==> config.mk <==
export PLATFORM = sky130hd
export DESIGN_NAME = regfile_ctx_engine
export DESIGN_NICKNAME = d
export VERILOG_FILES = /design/src/rtl/regfile_ctx_engine.sv
export SDC_FILE = /design/constraint.sdc
export NUM_CORES = 1
export LEC_CHECK = 0
export CORE_UTILIZATION = 31
export CTS_BUF_LIST = sky130_fd_sc_hd__clkbuf_16
export DETAILED_ROUTE_END_ITERATION = 10
export PLACE_DENSITY_LB_ADDON = 0.1
export SETUP_SLACK_MARGIN = 0.3
export SLEW_MARGIN = 20
export SYNTH_ARGS = -nofsm -noshare
export SYNTH_HDL_FRONTEND = slang
export SYNTH_SLANG_ARGS = --single-unit
==> constraint.sdc <==
create_clock -name clk -period 1.6 [get_ports clk]
set_input_delay 0.32 -clock clk [delete_from_list [all_inputs] [get_ports clk]]
set_output_delay 0.32 -clock clk [all_outputs]
set_load 0.1 [all_outputs]
==> src/rtl/regfile_ctx_engine.sv <==
// Context save/restore engine for the 32x32 register file: streams registers out
// through read port A1 (save) or refills them through write port A3 (restore).
module regfile_ctx_engine #(
   parameter int SKIP_X0 = 1
) (
   input  logic        clk,
   input  logic        reset,
   input  logic        save_req,
   input  logic        restore_req,
   input  logic        abort,
   output logic        busy,
   output logic        done,
   output logic [4:0]  rf_a1,
   input  logic [31:0] rf_rd1,
   output logic        rf_we,
   output logic [4:0]  rf_a3,
   output logic [31:0] rf_wd,
   output logic        out_valid,
   input  logic        out_ready,
   output logic [31:0] out_data,
   output logic [4:0]  out_idx,
   output logic        out_last,
   input  logic        in_valid,
   output logic        in_ready,
   input  logic [31:0] in_data
);

   typedef enum logic [1:0] {
      ST_IDLE    = 2'd0,
      ST_SAVE    = 2'd1,
      ST_RESTORE = 2'd2
   } state_t;

   localparam logic [5:0] FIRST = (SKIP_X0 != 0) ? 6'd1 : 6'd0;

   state_t      state_q, state_d;
   logic [5:0]  idx_q, idx_d;
   logic        out_valid_q, out_valid_d;
   logic [31:0] out_data_q, out_data_d;
   logic [4:0]  out_idx_q, out_idx_d;
   logic        out_last_q, out_last_d;
   logic        done_q, done_d;
   logic        load_s, hs_s, beat_s;

   assign busy      = (state_q != ST_IDLE);
   assign done      = done_q;
   assign in_ready  = (state_q == ST_RESTORE);
   assign rf_we     = in_valid && in_ready;
   assign rf_a1     = (state_q == ST_SAVE) ? idx_q[4:0] : 5'd0;
   assign rf_a3     = (state_q == ST_RESTORE) ? idx_q[4:0] : 5'd0;
   assign rf_wd     = (state_q == ST_RESTORE) ? in_data : 32'd0;
   assign out_valid = out_valid_q;
   assign out_data  = out_data_q;
   assign out_idx   = out_idx_q;
   assign out_last  = out_last_q;

   // Next-state, index and output-register computation; abort overrides everything
   always_comb begin
      state_d     = state_q;
      idx_d       = idx_q;
      out_valid_d = out_valid_q;
      out_data_d  = out_data_q;
      out_idx_d   = out_idx_q;
      out_last_d  = out_last_q;
      done_d      = 1'b0;
      load_s      = (state_q == ST_SAVE) && (!out_valid_q || out_ready) && (idx_q <= 6'd31);
      hs_s        = out_valid_q && out_ready;
      beat_s      = in_valid && (state_q == ST_RESTORE);
      if (abort) begin
         state_d     = ST_IDLE;
         out_valid_d = 1'b0;
      end else begin
         case (state_q)
            ST_IDLE: begin
               if (save_req) begin
                  state_d = ST_SAVE;
                  idx_d   = FIRST;
               end else if (restore_req) begin
                  state_d = ST_RESTORE;
                  idx_d   = FIRST;
               end else begin
                  state_d = ST_IDLE;
               end
            end
            ST_SAVE: begin
               // The output slot refills in the same cycle it drains, giving one word per cycle
               if (load_s) begin
                  out_data_d  = rf_rd1;
                  out_idx_d   = idx_q[4:0];
                  out_last_d  = (idx_q == 6'd31);
                  out_valid_d = 1'b1;
                  idx_d       = idx_q + 6'd1;
               end else if (hs_s) begin
                  out_valid_d = 1'b0;
               end else begin
                  out_valid_d = out_valid_q;
               end
               if (hs_s && out_last_q) begin
                  state_d = ST_IDLE;
                  done_d  = 1'b1;
               end else begin
                  state_d = ST_SAVE;
               end
            end
            ST_RESTORE: begin
               if (beat_s) begin
                  idx_d = idx_q + 6'd1;
                  if (idx_q == 6'd31) begin
                     state_d = ST_IDLE;
                     done_d  = 1'b1;
                  end else begin
                     state_d = ST_RESTORE;
                  end
               end else begin
                  state_d = ST_RESTORE;
               end
            end
            default: begin
               state_d     = ST_IDLE;
               out_valid_d = 1'b0;
            end
         endcase
      end
   end

   // State and output registers with synchronous reset
   always_ff @(posedge clk) begin
      if (reset) begin
         state_q     <= ST_IDLE;
         idx_q       <= 6'd0;
         out_valid_q <= 1'b0;
         out_data_q  <= 32'd0;
         out_idx_q   <= 5'd0;
         out_last_q  <= 1'b0;
         done_q      <= 1'b0;
      end else begin
         state_q     <= state_d;
         idx_q       <= idx_d;
         out_valid_q <= out_valid_d;
         out_data_q  <= out_data_d;
         out_idx_q   <= out_idx_d;
         out_last_q  <= out_last_d;
         done_q      <= done_d;
      end
   end

endmodule

* After elaboration in Yosys (flattened, before gate mapping)
Index checks and enable logic that the tools add are counted.
** Storage, ports and cells
- Register bits after elaboration :: 48
- Output and inout bits :: 85
- Word-level logic and storage cells :: 54
** Cells by class
- Add/sub/neg operators :: 1
- Magnitude comparators :: 1
- Equality and inequality tests :: 7
- Muxes and demuxes :: 21
- Bitwise gates (word level) :: 2
- Reductions and logical operators :: 15
** Operators by type and width (number)
- $mux 32 :: 1
- $mux 6 :: 4
- $pmux 6 s3 :: 1
- $mux 5 :: 2
- $mux 2 :: 4
- $add 6x1->6 const B :: 1
- $eq 6x5->1 const B :: 1
- $le 6x5->1 const B :: 1
- $mux 1 :: 6
- $ne 3x3->1 const B :: 2
- $pmux 2 s3 :: 1
- $logic_and 1x1->1 :: 5
- $reduce_and 5->1 :: 1
- $ne 2x2->1 const B :: 2
- $pmux 1 s2 :: 2
- $reduce_or 2->1 :: 2
- $reduce_and 3->1 :: 1
- $reduce_bool 3->1 :: 1
- $eq 2x1->1 const B :: 1
- $eq 2x2->1 const B :: 1
- $logic_not 2->1 :: 1
- $not 1->1 :: 2
- $reduce_and 2->1 :: 1
- $reduce_bool 2->1 :: 1
- other kinds (2) :: 2

* Depth between registers and ports, before layout
- Depth in word-level cells :: 6
- Mapped depth :: 8
- Gate-level depth less buffers :: 6

* Worst setup path before layout
OpenSTA, ideal clock, no wires.
- Path kind :: reg-to-output
- From :: register state_q[0]
- To :: output rf_a3[2]
- Data arrival time :: 2.715 ns
- Slack :: -1.435 ns
- Stages on the path, launching flop included :: 5
- Path through :: dfxtp_1 inv_1 ha_1 inv_1 nor2_1
** Between the ends
- Longest elaborated chain between the ends :: 2
** RTL lines
- start: declaration :: RTL line 36 : state_t state_q, state_d;
- start signal: assignment :: RTL line 137 : state_q <= state_d;
- $eq 2x2->1
- named net in_ready :: RTL line 24 : output logic in_ready,
- $mux 5 :: RTL line 50 : assign rf_a3 = (state_q == ST_RESTORE) ? idx_q[4:0] : 5'd0;
- end: declaration :: RTL line 16 : output logic [4:0] rf_a3,
The timed path passes the listed nets, and every way through them passes these cells.

* Final worst setup path
- From :: register state_q[0]
- To :: output rf_we
** Between the ends
- Longest elaborated chain between the ends :: 2
** RTL lines
- $eq 2x2->1 :: RTL line 47 : assign in_ready = (state_q == ST_RESTORE);
- $logic_and 1x1->1 :: RTL line 48 : assign rf_we = in_valid && in_ready;
- end: declaration :: RTL line 15 : output logic rf_we,
Every way passes these cells.

==> impl_results.md <==
* Status: finished with violations
* Violated checks: setup timing
* Vias in the first global route at about 2700
* Syn Area/Cell at 7.706 µm²
* WL per Instance at 20.27 µm
* PwrDens at 557.9 mW/mm²
* Worst-path cell chain: inv_2, ha_4, buf_4, nand2_4, buf_4, clkinvlp_4, buf_12
* DRT Wirelength at about 12000 µm
* First-pass iteration count of the detailed router at 4
* Worst EP arrival at ~1.5 ns
* Worst setup EP type: output pin
* Worst slew pin tran at 0.3656 ns
* First DRT Iteration DRCs at between 100 and 150
* Total GRT Usage at 25.47%
* Final worst-path setup slack at -0.1996 ns
* Period utilization at 112.5%
* Setup crit start: state_q[0]$_SDFF_PP0_
* Fillers at roughly 300
* Nets@finish at 556
* Post-Syn Area at 0.002181 mm²
* Starting density of the core at 32.10%
* Row count at 30
* Crit path to: rf_we
* Max-Cap Viols at 0
* Tot Pwr at between 3 and 4 mW
* RSZ-0062 raised after global routing: true
* H-tree depth at 2
* Crit Path Max Fanout at 3
* Largest net degree at the start of global routing at 21
* Ratio of cells with drive above 1 in the final layout at 54.05%
* Leading cell types in the layout, fill and taps excluded: 91 x buf_12, 69 x clkdlybuf4s50_1, 60 x nand2_1
* Max IR drop VDD at about 0.6 mV
* CP most frequent cell: buf_4
* Register-to-Register Path Depth at 7
* Yosys top cell by area: dfxtp_1
* Vias per cell at around 5.2
* Post-synth cell types at 34
* Pins Over Slew Limit at 0
* Max incr delay on CP at between 0.3 and 0.4 ns
* Fin Hold WS at 0.4227 ns
* Post-synth top area share at around 44%
* Clk root buf: clkbuf_16
* Total gr overflow at 0
* Die area at 0.007375 mm²
* Clock share of power at between 30 and 40%
* Yosys synthesis warning count at 0
* Pre-CTS setup slack at -0.3380 ns
* Initial antenna violation count at 0
* Clock Path Buffers at 2
* CTS buffer count at 5
* R2R Path Start: state_q[0]$_SDFF_PP0_
* Combinational share of power at 31.3%
* Setup_tns at -11.25 ns
* Post-DP HPWL at roughly 6300 µm
* Core Area at 0.006794 mm²
* Top cells by area, synth: dfxtp_1 44%, nand2_1 14%, and2_1 11%
* Fraction of the yosys area taken by sequential cells at between 40% and 50%
* Skew final at 0.005888 ns
* Synth Net Count at 359
* Leak at 2.419 nW
* Startpoint Class: flip-flop
* Final setup fails at 90
* Utilization after layout at 88.03%
* Seq pwr share at a little under two fifths
* First-pass GRT wire length at about 14000 µm
* CP required at ~1.3 ns
* PortBufs at ~160
* Count of state elements after synthesis at 48
* Final min period at 1.800 ns
* Psw at 1.062 mW
* Gpl congestion at 0.8207
* FF-to-FF End: idx_q[4]$_SDFFE_PP0P_
* Reg clk slew, reported paths at 0.07 ns
* Worst Setup Path Type: flip-flop to output pin
* Switching portion of total power at 31.83%
* Remaining antenna violation count at 0
* Vias at 2976
* Horiz. Die Dim at 85.88 µm
* Commonest non-fill, non-tap cell in the layout: buf_12
* Area of the multi-input gates at about 0.0016 mm²
* Antenna fix cells at 0
* Relative slew margins at 75.63%
* Int Pwr at 2.275 mW
* Mapped Cells at 283
* # hold bufs at CTS at 0
* Die height at 85.88 µm
* # clock sinks at 48
* IO Pins at around 160
* Reg-to-reg slack, setup at -0.19 ns
* P&R area growth vs syn at 174.2%
* CTS tree: yes
* Hold Crit Class: input pin to flip-flop
* Post-detailed-route DRC marker count at 0
* Register area at 969.7 µm²
* Slowest CP cell: dfxtp_2
* Final Hold Fails at 0
* Later-pin clock latency in the skew report at 0.29 ns
* Achievable Freq at 555.7 MHz
-- worst min path at each step --
stage                        startpoint                         to  slack [ns]  cells after the start
2_1_floorplan                rf_rd1[20]  out_data[20]$_SDFFE_PP0P_        0.46                      2
3_3_place_gp   out_data[7]$_SDFFE_PP0P_   out_data[7]$_SDFFE_PP0P_        0.48                      2
3_5_place_dp   out_data[3]$_SDFFE_PP0P_   out_data[3]$_SDFFE_PP0P_        0.48                      2
4_1_cts                           reset    out_idx[3]$_SDFFE_PP0P_        0.39                      2
5_1_grt                           reset    out_idx[1]$_SDFFE_PP0P_        0.44                      2
6_report                          reset    out_idx[1]$_SDFFE_PP0P_        0.42                      2
-- kinds of logic after synthesis --
group,Yosys count,synth area share [%]
AND/OR/NAND/NOR,145,32.13
AO/OA/AOI/OAI,57,16.01
flip-flops,48,44.06
adder cells (fa/ha/maj),5,2.869
buffers and inverters,28,4.934
-- metal layers --
metal	up-vias	part of all wire (%)	GRT usage (%)
met5	-	0	0
met4	0	4.0	10.61
met3	37	7.5	8.566
met2	188	52	44.73
met1	1425	37	28.03
li1	1326	-	-
-- synthesized netlist by cell type --
cell type / number
and3_1: 1
a311oi_1: 2
a211oi_1: 1
a31o_2: 1
a21oi_1: 43
nand3_1: 4
buf_2: 2
a32oi_1: 1
nand2b_1: 2
nor4_1: 2
nand2_1: 80
a41o_1: 1
o21ai_0: 1
or3_1: 1
o21ai_1: 1
nor3b_1: 1
or4b_2: 1
a32o_1: 2
buf_1: 2
nor2b_1: 1
dfxtp_1: 48
o211ai_1: 1
clkbuf_1: 13
and2_1: 40
a2111oi_4: 1
a21bo_2: 1
ha_1: 5
nor3_1: 5
or4b_1: 1
nor2_1: 3
nand4_1: 2
inv_1: 11
nor3_2: 1
a31oi_1: 1
-- registers in the layout (all words and copies together), names as in the netlist --
| register | cells |
|---|---|
| out_data | 32 |
| done | 1 |
| out_valid | 1 |
| out_last | 1 |
| out_idx | 5 |
| idx_q | 6 |
| state_q | 2 |
-- cell type report --
| type | count | share of cell area (%) |
|---|---|---|
| inverters | 11 | 0.9414 |
| clock inverters | 3 | 0.2510 |
| flip-flops and latches | 48 | 16.21 |
| clock buffers | 5 | 2.092 |
| well taps | 96 | 2.008 |
| multi-input cells | 207 | 26.92 |
| repair buffers | 207 | 51.57 |
-- critical path: cells and delay by family, from the launching register on --
| kind | cells | cell delay, ns |
|---|---|---|
| fa+ha+maj | 1 | 0.17 |
| buf+inv | 5 | 0.60 |
| flops | 1 | 0.35 |
| simple gates | 1 | 0.06 |
-- timing repair --
item / in CTS / in global routing
gates resized for setup: 39 / 77
setup endpoints to repair: 93 / 93
setup buffers: 10 / 6
pin swaps: 13 / 48
gates cloned: 6 / 3
-- per-stage QoR --
| step | area, µm² | cells |
|---|---|---|
| after floorplan | 2364 | 283 |
| after global placement | 5011 | 544 |
| after detailed placement | 5011 | 544 |
| after CTS | 5563 | 568 |
| after global routing | 5981 | 577 |
| final | 5981 | 577 |
-- power by group through the flow --
stage               registers (mW)  logic, mW  clock network [mW]
floorplan                     1.40      0.302                   0
global placement              1.27      0.844                   0
detailed placement            1.27      0.854                   0
CTS                           1.24      0.950                1.03
global route                  1.25       1.08                1.09
finish                        1.25       1.05                1.05
(Power assumes the default switching activity.)
